File: src/rtl/pipeline_ctrl_pkg.sv
// rtl/pipeline_ctrl_pkg.sv - shared pipeline-control constants
package pipeline_ctrl_pkg;

  localparam int REG_ADDR_W = 5;

  localparam logic [1:0] ST_RUN        = 2'b00;
  localparam logic [1:0] ST_LOAD_STALL = 2'b01;
  localparam logic [1:0] ST_MUL_BUSY   = 2'b10;

  // r0 is hardwired to zero, so a load targeting it never produces a dependency
  localparam int REG_ZERO = 0;

endpackage

File: src/rtl/load_use_detect.sv
// rtl/load_use_detect.sv - combinational load-use dependency comparator
module load_use_detect #(
  parameter int REG_ADDR_W = pipeline_ctrl_pkg::REG_ADDR_W
) (
  input  logic [REG_ADDR_W-1:0] ifid_rs_i,
  input  logic [REG_ADDR_W-1:0] ifid_rt_i,
  input  logic                  ifid_uses_rt_i,
  input  logic                  idex_mem_read_i,
  input  logic [REG_ADDR_W-1:0] idex_rt_i,
  output logic                  hazard_o
);
  import pipeline_ctrl_pkg::REG_ZERO;

  logic dest_live;
  logic rs_match;
  logic rt_match;

  assign dest_live = idex_mem_read_i && (idex_rt_i != REG_ADDR_W'(REG_ZERO));
  assign rs_match  = (idex_rt_i == ifid_rs_i);
  assign rt_match  = ifid_uses_rt_i && (idex_rt_i == ifid_rt_i);
  assign hazard_o  = dest_live && (rs_match || rt_match);

endmodule

File: src/rtl/hazard_control_unit.sv
// rtl/hazard_control_unit.sv - pipeline sequencer for load-use, branch and multiply stalls
module hazard_control_unit #(
  parameter int MUL_LATENCY = 4,
  parameter int REG_ADDR_W  = pipeline_ctrl_pkg::REG_ADDR_W
) (
  input  logic                  Clk,
  input  logic                  Rst_n,
  input  logic [REG_ADDR_W-1:0] IFID_Rs,
  input  logic [REG_ADDR_W-1:0] IFID_Rt,
  input  logic                  IFID_UsesRt,
  input  logic                  IDEX_MemRead,
  input  logic [REG_ADDR_W-1:0] IDEX_Rt,
  input  logic                  IDEX_MulStart,
  input  logic                  EX_BranchTaken,
  output logic                  PCWrite,
  output logic                  IFID_Hold,
  output logic                  IFID_Flush,
  output logic                  IDEX_Bubble,
  output logic                  EX_Hold,
  output logic [1:0]            State
);
  import pipeline_ctrl_pkg::ST_RUN;
  import pipeline_ctrl_pkg::ST_LOAD_STALL;
  import pipeline_ctrl_pkg::ST_MUL_BUSY;

  localparam int CNT_W = (MUL_LATENCY > 2) ? $clog2(MUL_LATENCY) : 1;
  // The RUN detect cycle is the first of the MUL_LATENCY hold cycles, and
  // MUL_BUSY exits on the cycle the counter reads zero.
  localparam logic [CNT_W-1:0] MUL_LOAD = CNT_W'(MUL_LATENCY - 2);

  logic [1:0]       state_q, state_d;
  logic [CNT_W-1:0] mul_cnt_q, mul_cnt_d;
  logic             load_use;

  load_use_detect #(
    .REG_ADDR_W(REG_ADDR_W)
  ) u_load_use_detect (
    .ifid_rs_i      (IFID_Rs),
    .ifid_rt_i      (IFID_Rt),
    .ifid_uses_rt_i (IFID_UsesRt),
    .idex_mem_read_i(IDEX_MemRead),
    .idex_rt_i      (IDEX_Rt),
    .hazard_o       (load_use)
  );

  always_comb begin
    state_d     = state_q;
    mul_cnt_d   = mul_cnt_q;
    PCWrite     = 1'b1;
    IFID_Hold   = 1'b0;
    IFID_Flush  = 1'b0;
    IDEX_Bubble = 1'b0;
    EX_Hold     = 1'b0;

    case (state_q)
      ST_RUN: begin
        if (EX_BranchTaken) begin
          IFID_Flush  = 1'b1;
          IDEX_Bubble = 1'b1;
        end else if (IDEX_MulStart) begin
          PCWrite   = 1'b0;
          IFID_Hold = 1'b1;
          EX_Hold   = 1'b1;
          mul_cnt_d = MUL_LOAD;
          state_d   = ST_MUL_BUSY;
        end else if (load_use) begin
          PCWrite     = 1'b0;
          IFID_Hold   = 1'b1;
          IDEX_Bubble = 1'b1;
          state_d     = ST_LOAD_STALL;
        end
      end

      // The bubble now sits in EX, so the old load must not re-trigger a stall.
      ST_LOAD_STALL: begin
        if (EX_BranchTaken) begin
          IFID_Flush  = 1'b1;
          IDEX_Bubble = 1'b1;
        end
        state_d = ST_RUN;
      end

      ST_MUL_BUSY: begin
        PCWrite   = 1'b0;
        IFID_Hold = 1'b1;
        EX_Hold   = 1'b1;
        if (mul_cnt_q == '0) begin
          state_d = ST_RUN;
        end else begin
          mul_cnt_d = mul_cnt_q - CNT_W'(1);
        end
      end

      default: begin
        state_d = ST_RUN;
      end
    endcase
  end

  always_ff @(posedge Clk or negedge Rst_n) begin
    if (!Rst_n) begin
      state_q   <= ST_RUN;
      mul_cnt_q <= '0;
    end else begin
      state_q   <= state_d;
      mul_cnt_q <= mul_cnt_d;
    end
  end

  assign State = state_q;

endmodule

File: config.mk
export PLATFORM = sky130hd
export DESIGN_NAME = hazard_control_unit
export DESIGN_NICKNAME = d
export VERILOG_FILES = /design/src/rtl/pipeline_ctrl_pkg.sv /design/src/rtl/load_use_detect.sv /design/src/rtl/hazard_control_unit.sv
export SDC_FILE = /design/constraint.sdc
export NUM_CORES = 1
export LEC_CHECK = 0
export ABC_AREA = 1
export BUFFER_PORTS_ARGS = -buffer_cell sky130_fd_sc_hd__buf_2
export CORE_AREA = 2 2 39 41
export CTS_CLUSTER_SIZE = 28
export DETAILED_ROUTE_END_ITERATION = 6
export DIE_AREA = 0 0 41 43
export GPL_ROUTABILITY_DRIVEN = 0
export PLACE_DENSITY = 0.65
export SLEW_MARGIN = 25
export SYNTH_ARGS = -nofsm -noshare
export SYNTH_HDL_FRONTEND = slang
export SYNTH_SLANG_ARGS = --single-unit
File: constraint.sdc
create_clock -name Clk -period 3.2 [get_ports Clk]
set_clock_uncertainty 0.1 [all_clocks]
set_input_delay 0.64 -clock Clk [delete_from_list [all_inputs] [get_ports Clk]]
set_output_delay 0.64 -clock Clk [all_outputs]
set_load 0.005 [all_outputs]
==> metrics.md <==
| Metric | Value |
|---|---|
| Status | `completed` |
| Worst VDD drop | `0.336 mV` |
| Clk Latency, worst-skew pair | `230 ps` |
| M1 wire length | `474 microns` |
| CTS resizes | `0` |
| Synth Area per Inst | `5.16 sq um` |
| Final WS setup | `978 ps` |
| Largest cells by area after synthesis | `nand2_1, dfrtp_1, inv_1` |
| Pwr Total | `0.307 mW` |
| Peak Freq | `450 MHz` |
| Fraction of layout cells with a size suffix above 1 | `0.276` |
| TritonCTS clock tree | `built` |
| Part of the power in registers | `0.276` |
| Yosys synthesis warning count | `0` |
| Top post-synthesis cells by count | `nand2_1, inv_1, nor2_1, dfrtp_1, o21ai_0` |
| CP max FO | `3` |
| Largest net degree at the start of global routing | `7` |
| Delay of the slowest critical-path stage | `160 ps` |
| Worst Hold Class | `in2async` |
| Post-route minimum period | `2220 ps` |
| Final hold vios | `0` |
| Clock slew at reported path FFs | `40 ps` |
| Initial core utilization | `0.321` |
| Chip width | `41 microns` |
| Max-slew violation count | `0` |
| Pwr per Cell Area | `493 mW/mm^2` |
| Post-route ant nets | `0` |
| Setup violators final | `0` |
| CP Launch Type | `input pin` |
| Critical path data arrival time | `1480 ps` |
| Total GRT Usage | `0.131` |
| CTS Root Cell | `clkbuf_4` |
| # hold bufs at CTS | `0` |
| Slew HR | `0.837` |
| Seq/Total Area, Yosys | `0.225` |
| Net Sw Power | `0.122 mW` |
| Non-filler cells, final | `132` |
| N_diodes | `0` |
| Vias per inst | `4.17` |
| Top_reg_cell synth | `dfrtp_1` |
| Slew @ Worst Pin | `244 ps` |
| Routed met3 length | `26 microns` |
| Dpl cells | `129` |
| Clock buffer depth | `2` |
| P_leak | `0.436 nW` |
| Area grow syn2layout | `40.0%` |
| Synth cell types | `13` |
| Tcrit/Tclk final | `0.694` |
| Top cell type's share of synthesized area | `0.270` |
| Core Util, Final | `0.449` |
| Dpl ws | `967 ps` |
| Area leader, netlist | `nand2_1` |
| Post-synth EDFFs | `0` |
| Die ar. | `0.00176 sq mm` |
| CP endpoint kind | `output pin` |
| Combinational share of power | `0.525` |
| Cells after Synth | `86` |
| Number of global-route vias before repair | `489` |
| Routed WL per cell | `7.59 microns` |
| Top-count cell post-synth | `nand2_1` |
| Row count | `14` |
| First-pass GRT wire length | `1.61 mm` |
| WP data required | `2460 ps` |
| Residual DRC | `0` |
| Port-buffer cells | `27` |
| Drt first pass iters | `3` |
| Internal power | `0.184 mW` |
| Via Count | `551` |
| Crit-path cells | `buf_2 > inv_1 > nand4_1 > o21ai_0 > inv_1 > nand3_1 > o21ai_0 > buf_2` |
| Net Sw Frac | `0.398` |
| Slowest stage cell on the critical path | `o21ai_0` |
| Highest metal used | `met3` |
| Cts bufs inserted | `3` |
| Total Routed Length | `1.00 mm` |
| Setup total negative slack | `0 ps` |
| Fill cells | `155` |
| Synthesized Nets | `108` |
| Remaining Overflow, GRT | `0` |
| Nets | `140` |
| CTS Sinks | `4` |
| FF+latch count, synth | `4` |
| Initial antenna violation count | `0` |
| Met2 routed WL | `501 microns` |
| Core area | `0.00138 sq mm` |
| Detail Placement HPWL | `885 microns` |
| Io pins | `28` |
| Maximum Capacitance Violations | `0` |
| Async S/R FF share, synth | `1.00` |
| Post-CTS Setup Inserts | `0` |
| H-Tree Depth | `1` |
| DRT iter0 DRCs | `4` |
| Die Y | `43 microns` |
| Synthesized cell area | `444 sq um` |
| Clock share of power | `0.199` |
| RSZ-0062 raised after global routing | `no` |
| Worst setup path class | `in2out` |
[logic make-up after synthesis]
group | Yosys count | synth area share
compound gates | 7 | 0.0958
flops | 4 | 0.225
fa+ha+maj | 1 | 0.0282
xor+xnor | 1 | 0.0197
buf+inv | 23 | 0.194
simple gates | 50 | 0.437
[metal layers]
layer / vias up / track usage
li1: 314 / -
met1: 228 / 0.157
met2: 9 / 0.209
met3: 0 / 0.0157
met4: 0 / 0.0800
met5: - / 0
[layout make-up]
| type | count | area, sq um | area share |
|---|---|---|---|
| Timing Repair Buffer | 27 | 135 | 0.217 |
| Multi-Input combinational cell | 59 | 258 | 0.414 |
| Clock buffer | 3 | 22.5 | 0.0362 |
| Tap cell | 16 | 20.0 | 0.0322 |
| Inverter | 23 | 86.3 | 0.139 |
| Sequential cell | 4 | 100 | 0.161 |
[through the flow]
stage / hold slack (ps) / instance area [sq um]
floorplan: 244 / 444
CTS: 97.9 / 622
detailed placement: 348 / 599
global route: 95.1 / 622
global placement: 343 / 599
finish: 105 / 622
[registers in the layout, indices dropped and copies added, names as in the netlist]
register	flops
mul_cnt_q	2
State	2
[final timing paths]
| kind | start | to | slack (ps) | depth (start not counted) |
|---|---|---|---|---|
| setup / recovery | IDEX_Rt[2] | IDEX_Bubble | 980 | 8 |
| hold / removal | Rst_n | mul_cnt_q[0]$_DFFE_PN0P_ | 100 | 1 |
| setup reg to reg | mul_cnt_q[0]$_DFFE_PN0P_ | mul_cnt_q[0]$_DFFE_PN0P_ | 1980 | 6 |
| hold reg to reg | mul_cnt_q[0]$_DFFE_PN0P_ | mul_cnt_q[0]$_DFFE_PN0P_ | 390 | 1 |
| max in group asynchronous | Rst_n | mul_cnt_q[1]$_DFFE_PN0P_ | 2780 | 1 |
| min in group Clk | mul_cnt_q[0]$_DFFE_PN0P_ | mul_cnt_q[0]$_DFFE_PN0P_ | 390 | 1 |
[critical path, delay by kind of cell]
| kind | cells | cell delay (ps) |
|---|---|---|
| buf+inv | 4 | 400 |
| compound gates | 2 | 240 |
| simple gates | 2 | 200 |
[power groups by stage]
| stage | Clock (mW) | Combinational (mW) | Sequential, mW |
|---|---|---|---|
| 3_3_place_gp | 0 | 0.160 | 0.0849 |
| 3_5_place_dp | 0 | 0.162 | 0.0850 |
| 5_1_grt | 0.0685 | 0.189 | 0.0871 |
| 4_1_cts | 0.0649 | 0.164 | 0.0842 |
| 2_1_floorplan | 0 | 0.102 | 0.0842 |
| 6_report | 0.0611 | 0.161 | 0.0845 |
[cells in the final DEF, fill, tap and decap left out, types with 3 or more instances in the layout]
cell	count
o21ai_0	4
dfrtp_1	4
nand3_1	3
nor2_1	14
nand2_1	32
buf_2	27
clkbuf_4	3
inv_1	22
No activity file was read; power rests on OpenSTA's default activity.
